===== src/rtl/button_debounce.sv =====
// rtl/button_debounce.sv - multi-key push-button debouncer with press/release pulses and optional auto-repeat
//
// Ports:
//   clk_i   - single clock, rising edge
//   rst_i   - synchronous active-high reset
//   key_i   - raw asynchronous buttons, active-low (0 = pressed)
//   btn_o   - debounced level, active-high (1 = pressed)
//   ondn_o  - one-cycle pulse on debounced press (and on each auto-repeat)
//   onup_o  - one-cycle pulse on debounced release
//
// Optional feature: define BUTTON_DEBOUNCE_AUTOREPEAT_EN to enable auto-repeat
// pulses on ondn_o while a key stays held.

module button_debounce #(
    parameter int N_KEYS          = 3,
    parameter int DEBOUNCE_CYCLES = 1000000,
    parameter int HOLD_CYCLES     = 50000000,
    parameter int REPEAT_CYCLES   = 20000000
) (
    input  logic              clk_i,
    input  logic              rst_i,
    input  logic [N_KEYS-1:0] key_i,
    output logic [N_KEYS-1:0] btn_o,
    output logic [N_KEYS-1:0] ondn_o,
    output logic [N_KEYS-1:0] onup_o
);

    localparam int MAX_DH = (DEBOUNCE_CYCLES > HOLD_CYCLES) ? DEBOUNCE_CYCLES : HOLD_CYCLES;
    localparam int MAX_C  = (MAX_DH > REPEAT_CYCLES) ? MAX_DH : REPEAT_CYCLES;
    localparam int CW     = $clog2(MAX_C) + 1;

    localparam logic [CW-1:0] DB_LAST = CW'(DEBOUNCE_CYCLES - 1);
`ifdef BUTTON_DEBOUNCE_AUTOREPEAT_EN
    localparam logic [CW-1:0] HD_LAST = CW'(HOLD_CYCLES - 1);
    localparam logic [CW-1:0] RP_LAST = CW'(REPEAT_CYCLES - 1);
`endif

    typedef enum logic [1:0] {
        IDLE      = 2'd0,
        PRESS_CHK = 2'd1,
        HELD      = 2'd2,
        REL_CHK   = 2'd3
    } state_e;

    // Two-flop synchronizer; reset loads the released (high) level.
    logic [N_KEYS-1:0] sync1_q;
    logic [N_KEYS-1:0] sync2_q;
    logic [N_KEYS-1:0] level;

    always_ff @(posedge clk_i) begin
        if (rst_i) begin
            sync1_q <= '1;
            sync2_q <= '1;
        end else begin
            sync1_q <= key_i;
            sync2_q <= sync1_q;
        end
    end

    assign level = ~sync2_q;

    for (genvar g = 0; g < N_KEYS; g++) begin : g_key
        state_e        state_q;
        logic [CW-1:0] cnt_q;
        logic          btn_q;
        logic          ondn_q;
        logic          onup_q;
`ifdef BUTTON_DEBOUNCE_AUTOREPEAT_EN
        // 0: waiting for the first (hold) repeat, 1: periodic repeats
        logic          rpt_q;
`endif

        // cnt_q is the debounce window in the check states and the repeat
        // timer in HELD; it always restarts from 0 on a state change and stops
        // at its terminal value, so it cannot wrap.
        always_ff @(posedge clk_i) begin
            if (rst_i) begin
                state_q <= IDLE;
                cnt_q   <= '0;
                btn_q   <= 1'b0;
                ondn_q  <= 1'b0;
                onup_q  <= 1'b0;
`ifdef BUTTON_DEBOUNCE_AUTOREPEAT_EN
                rpt_q   <= 1'b0;
`endif
            end else begin
                ondn_q <= 1'b0;
                onup_q <= 1'b0;
                case (state_q)
                    IDLE: begin
                        if (level[g]) begin
                            state_q <= PRESS_CHK;
                            cnt_q   <= '0;
                        end
                    end
                    PRESS_CHK: begin
                        if (!level[g]) begin
                            state_q <= IDLE;
                            cnt_q   <= '0;
                        end else if (cnt_q == DB_LAST) begin
                            state_q <= HELD;
                            cnt_q   <= '0;
                            btn_q   <= 1'b1;
                            ondn_q  <= 1'b1;
`ifdef BUTTON_DEBOUNCE_AUTOREPEAT_EN
                            rpt_q   <= 1'b0;
`endif
                        end else begin
                            cnt_q <= cnt_q + CW'(1);
                        end
                    end
                    HELD: begin
                        if (!level[g]) begin
                            state_q <= REL_CHK;
                            cnt_q   <= '0;
`ifdef BUTTON_DEBOUNCE_AUTOREPEAT_EN
                            rpt_q   <= 1'b0;
`endif
                        end
`ifdef BUTTON_DEBOUNCE_AUTOREPEAT_EN
                        else if (cnt_q == (rpt_q ? RP_LAST : HD_LAST)) begin
                            ondn_q <= 1'b1;
                            cnt_q  <= '0;
                            rpt_q  <= 1'b1;
                        end else begin
                            cnt_q <= cnt_q + CW'(1);
                        end
`endif
                    end
                    REL_CHK: begin
                        if (level[g]) begin
                            state_q <= HELD;
                            cnt_q   <= '0;
                        end else if (cnt_q == DB_LAST) begin
                            state_q <= IDLE;
                            cnt_q   <= '0;
                            btn_q   <= 1'b0;
                            onup_q  <= 1'b1;
                        end else begin
                            cnt_q <= cnt_q + CW'(1);
                        end
                    end
                    default: begin
                        state_q <= IDLE;
                        cnt_q   <= '0;
                        btn_q   <= 1'b0;
                    end
                endcase
            end
        end

        assign btn_o[g]  = btn_q;
        assign ondn_o[g] = ondn_q;
        assign onup_o[g] = onup_q;
    end

endmodule


===== config.mk =====
export PLATFORM = sky130hd
export DESIGN_NAME = button_debounce
export DESIGN_NICKNAME = d
export VERILOG_FILES = /design/src/rtl/button_debounce.sv
export SDC_FILE = /design/constraint.sdc
export NUM_CORES = 1
export LEC_CHECK = 0
export CORE_MARGIN = 10
export CORE_UTILIZATION = 60
export CTS_CLUSTER_SIZE = 14
export DETAILED_ROUTE_END_ITERATION = 6
export GPL_TIMING_DRIVEN = 0
export PLACE_DENSITY = 0.76
export SETUP_SLACK_MARGIN = 0.15
export SKIP_CTS_REPAIR_TIMING = 1
export SYNTH_ARGS = -nofsm -noshare
export SYNTH_HDL_FRONTEND = slang
export SYNTH_SLANG_ARGS = --single-unit
export TNS_END_PERCENT = 100

===== constraint.sdc =====
create_clock -name clk_i -period 3.1 [get_ports clk_i]
set_clock_uncertainty 0.15 [all_clocks]
set_input_delay 0.465 -clock clk_i [delete_from_list [all_inputs] [get_ports clk_i]]
set_output_delay 0.465 -clock clk_i [all_outputs]
set_load 0.03 [all_outputs]

### After elaboration in Yosys (flattened, before gate mapping)

Cells that the tools add are included.

| cells by class | value |
|---|---|
| order comparisons | 0 |
| mux-type cells | 57 |
| add/subtract/negate cells | 3 |
| $mul | 0 |
| eq/ne operators | 36 |
| shift-type cells | 0 |
| bitwise logic cells | 10 |
| reduce and logical (&&, ||, !) cells | 21 |
| div/mod/pow operators | 0 |

Operators with widths:

| kind | number |
|---|---|
| 27-bit two-way mux | 15 |
| 27-bit case mux with 4 select lines | 3 |
| 27-bit by 1-bit adder with 27-bit output, second input constant | 3 |
| 27-bit by 20-bit == test with 1-bit output, second input constant | 3 |
| 2-bit two-way mux | 18 |
| 2-bit != test, second input constant | 18 |
| 2-bit case mux with 4 select lines | 3 |
| 3-bit != test, second input constant | 6 |
| 3-bit OR reduction | 6 |
| 1-bit two-way mux | 15 |
| 5-bit AND reduction | 3 |
| 2-bit == test, second input constant | 6 |
| 4-bit AND reduction | 3 |
| 1-bit inverter | 9 |
| 2-bit by 1-bit == test with 1-bit output, second input constant | 3 |
| 2-bit zero test | 3 |
| 1-bit case mux with 2 select lines | 3 |
| 2-bit AND reduction | 3 |
| 2-bit nonzero test | 3 |
| 3-bit inverter | 1 |

| word-level totals | value |
|---|---|
| register bits | 102 |
| word-level logic and storage cells | 144 |
| bits in latches | 0 |
| ROM bits | 0 |
| output and inout bits | 9 |
| memories kept | 0 |
| bits in writable memories | 0 |

### Depth between registers and ports, before layout

| logic depth | value |
|---|---|
| word-level depth | 4 |
| gate-level depth with buffers | 8 |
| depth with buffers taken out | 6 |

### Least setup slack after synthesis

No wires, ideal clock.

| timing | value |
|---|---|
| path type | register -> register |
| start point | reg g_key[0].cnt_q[0] |
| end point | reg g_key[0].cnt_q[16] |
| period minus slack after synthesis | 2071 ps |
| cell stages (with the launch flop) | 7 |
| arrival time | 1799 ps |
| path buffers | 0 |
| setup slack | 1029 ps |
| path through | dfxtp_1 -> ha_1 -> nand4_1 -> nor4_4 -> nand3_1 -> and4_1 -> a221o_1 |

| on the way | value |
|---|---|
| longest elaborated chain between the ends | 4 |

RTL lines:

| item | RTL line | RTL |
|---|---|---|
| start, declared | 64 | `logic [CW-1:0] cnt_q;` |
| start signal, assigned | 109 | `cnt_q <= cnt_q + CW'(1);` |
| start signal, assigned | 140 | `cnt_q <= cnt_q + CW'(1);` |
| 27-bit by 1-bit adder with 27-bit output or 27-bit by 20-bit == test with 1-bit output (tied branches) | -- |  |
| 27-bit two-way mux (*) | 100, 134 |  |
| 27-bit two-way mux (on tied branches) | 131, 97 |  |
| 27-bit case mux with 4 select lines (*) | 89 | `case (state_q)` |

Mark *: on every way between the ends. The rest lies on a longest branch, timed or not.
A chain may end at the register's enable or synchronous reset.

==> out/summary.txt <==
GLOBAL ROUTE
------------------------------------------------------------------------------------------------------
Number of antenna violations at the first check in global routing                                    0
Number of global-route vias before repair                                                        4,507
Global router's overall resource usage                                                          0.1898
Total global routing overflow                                                                        0
Largest net degree at the start of global routing                                                   19
Wire length of the first global-routing pass                                                 21,160 µm

STA
------------------------------------------------------------------------------------------------------
Highest clock frequency the design can meet                                                  380.8 MHz
Final number of setup-violating endpoints                                                            0
Unrepaired setup endpoints after global routing                                                     no
Final Max Tran Viols                                                                                 0
Final period util                                                                               0.8470
Fin Setup TNS                                                                                     0 ns
Endpoints failing hold                                                                               0
Worst-case headroom to the max-slew limit                                                       0.3821
Worst-Margin Slew                                                                            0.9198 ns
Minimum clock period after layout                                                             2.626 ns

YOSYS
------------------------------------------------------------------------------------------------------
Yosys top cell by area                                                                         dfxtp_1
Post-synthesis cell count                                                                          625
Post-synth EDFFs                                                                                     0
Async set-reset flop share out of synthesis                                                          0
Flops & latches, synth                                                                             102
Net count of the mapped netlist                                                                    633
Number of distinct library cells after synthesis                                                    62
Avg Cell Area, Syn                                                                           8.386 µm²
Combined area of all synthesized cells                                                        5241 µm²
Most used flip-flop cell after synthesis                                                       dfxtp_1
Area share of the largest cell type after synthesis                                             0.3896
Top cells by area, synth                                                                  dfxtp_1 39%, a31oi_1 6.3%, nand3_1 4.1%, nand2_1 4.0%, a21oi_1 3.5%
Synthesis warning total                                                                              0
Share of the yosys chip area belonging to registers                                             0.3896

FLOORPLAN
------------------------------------------------------------------------------------------------------
Width of the die                                                                              113.5 µm
Site row count                                                                                      34
Floorplan die height                                                                          113.5 µm
Die Area                                                                                    12,870 µm²
Core Box Area                                                                                 8593 µm²
Initial cell density of the core                                                                0.6099
Top-level I/O count                                                                                 14

CLOCKING
------------------------------------------------------------------------------------------------------
Clock buffer depth                                                                                   2
Worst-Skew Late Latency                                                                        0.37 ns
TritonCTS buffer count                                                                               9
Clock transition at the register clock pins on the worst setup and hold paths after CTS        0.11 ns
H-Tree Level Count                                                                                   3
Clock tree root buffer cell                                                                   clkbuf_8
Clock tree from TritonCTS                                                                          yes
CTS Sinks                                                                                          102

DRT
------------------------------------------------------------------------------------------------------
Count of vias placed by the detailed router                                                      4,870
Via density                                                                                      6.391
Detailed Route Iter0 Violations                                                                    507
Number of nets with antenna violations after routing                                                 0
DRC errors left                                                                                      0
Routed wire length per instance                                                               16.31 µm
Wire length after detailed routing                                                           12,430 µm
First-pass DRT Iterations                                                                            5

PLACEMENT
------------------------------------------------------------------------------------------------------
Final weighted congestion in routability-driven placement                                       0.8977
DPL Wire Length                                                                                8608 µm
Port-buffer cells                                                                                   13

LAYOUT
------------------------------------------------------------------------------------------------------
Utilization after layout                                                                        0.6644
Commonest non-fill, non-tap cell in the layout                                                 dfxtp_1
Share of final-layout standard cells stronger than drive strength 1                             0.1009
Most frequent cells in the layout                                                         102 x dfxtp_1, 56 x nand2_1, 53 x a31oi_1
Syn-to-layout area delta                                                                        8.928%
Count of nets after finishing                                                                      657
Number of diodes added for antenna fixing                                                            0

WORST SETUP PATH
------------------------------------------------------------------------------------------------------
Worst-path maximum fanout                                                                           10
Worst setup path class                                                                          in2reg
Element type at the critical path end                                                             flop
WP data arrival                                                                                2.78 ns
Worst Setup Start Kind                                                                    primary input
WP data required                                                                               3.25 ns

WORST HOLD PATH
------------------------------------------------------------------------------------------------------
Hold/Removal Path Class                                                                        reg2reg

PWR
------------------------------------------------------------------------------------------------------
Total leakage power                                                                           1.989 nW
Power density over the cells                                                              404.8 nW/µm²
Total Power                                                                                   2.311 mW
Peak supply drop                                                                           0.0002208 V

JOB
------------------------------------------------------------------------------------------------------
Maximum Capacitance Violations                                                                       0

OUTCOME
------------------------------------------------------------------------------------------------------
Run status                                                                                finished, final reports clean

-- metal layers --
metal  vias up  wire length (µm)  global-route usage
met4         0               146             0.06345
li1       2408                 -                   -
met1      2280              5830              0.2432
met3        20               627             0.03570
met2       162              5821              0.3127
met5         -                 0                   0
-- cell type report --
cell class              count  area [µm²]
inverters                  20       75.07
repair buffers             13       130.1
plain buffers              39       225.2
clock buffers               9       123.9
flip-flops and latches    102        2042
multi-input cells         464        2899
fillers                   725        2884
well taps                 108       135.1
clock inverters             7       78.83
-- kinds of logic (layout without fill, tap and decap cells) --
logic type | after synthesis | after routing | synth area share
fa+ha+maj | 3 | 3 | 0.007162
simple gates | 283 | 283 | 0.3122
buf+inv | 59 | 88 | 0.05729
compound gates | 157 | 157 | 0.1962
mux | 10 | 10 | 0.01910
flops | 102 | 102 | 0.3896
xor+xnor | 11 | 11 | 0.01838
-- report_power, final --
part | internal (mW) | switching (mW)
Combinational | 0.0371 | 0.0720
Sequential | 1.32 | 0.00660
Clock | 0.383 | 0.494
-- critical path, cell delays in order --
cell             delay [ns]
clkdlybuf4s50_1        0.52
clkbuf_1               0.28
nor3_1                 0.80
clkbuf_1               0.48
a21oi_1                0.09
a21oi_1                0.15
-- registers in the layout, indices dropped and copies added (netlist names), named ones only --
name           count
g_key.state_q      3
g_key.ondn_q       3
g_key.btn_q        3
sync2_q            3
g_key.cnt_q       81
g_key.onup_q       3
sync1_q            3
-- metrics by stage --
stage          worst slack [ns]  hold slack [ns]  cells  instance area, µm²
3_3_place_gp             0.1738           0.2418    746                5507
5_1_grt                  0.3170           0.2726    762                5709
2_1_floorplan             1.029           0.2395    625                5241
6_report                 0.4743           0.2570    762                5709
3_5_place_dp            0.08104           0.2445    746                5507
4_1_cts                  0.4590           0.2630    762                5709
-- worst paths after layout --
kind / from / to / slack, ns / cells past startpoint
setup / recovery: rst_i / g_key[1].cnt_q[16] / 0.47 / 6
hold / removal: sync1_q[2] / sync2_q[2] / 0.26 / 1
setup reg to reg: g_key[0].cnt_q[0] / g_key[0].cnt_q[16] / 0.66 / 6
hold reg to reg: sync1_q[2] / sync2_q[2] / 0.26 / 1
-- synthesized netlist by cell type (6+ instances only) --
| cell type | n |
|---|---|
| dfxtp_1 | 102 |
| nand2_1 | 56 |
| a31oi_1 | 53 |
| nand3_1 | 43 |
| a21oi_1 | 37 |
| nor2_1 | 35 |
| nand4_1 | 27 |
| and3_1 | 25 |
| inv_1 | 20 |
| o21ai_0 | 17 |
| nor3_1 | 16 |
| buf_4 | 13 |
| clkbuf_1 | 12 |
| and4_1 | 11 |
| buf_2 | 11 |
| nor4_1 | 11 |
| mux2i_1 | 10 |
| a41oi_1 | 8 |
| and2_1 | 7 |
| nand3b_1 | 7 |
| or2_2 | 7 |
| xnor2_1 | 7 |
| or3_1 | 6 |
No activity file was read; power rests on OpenSTA's default activity.
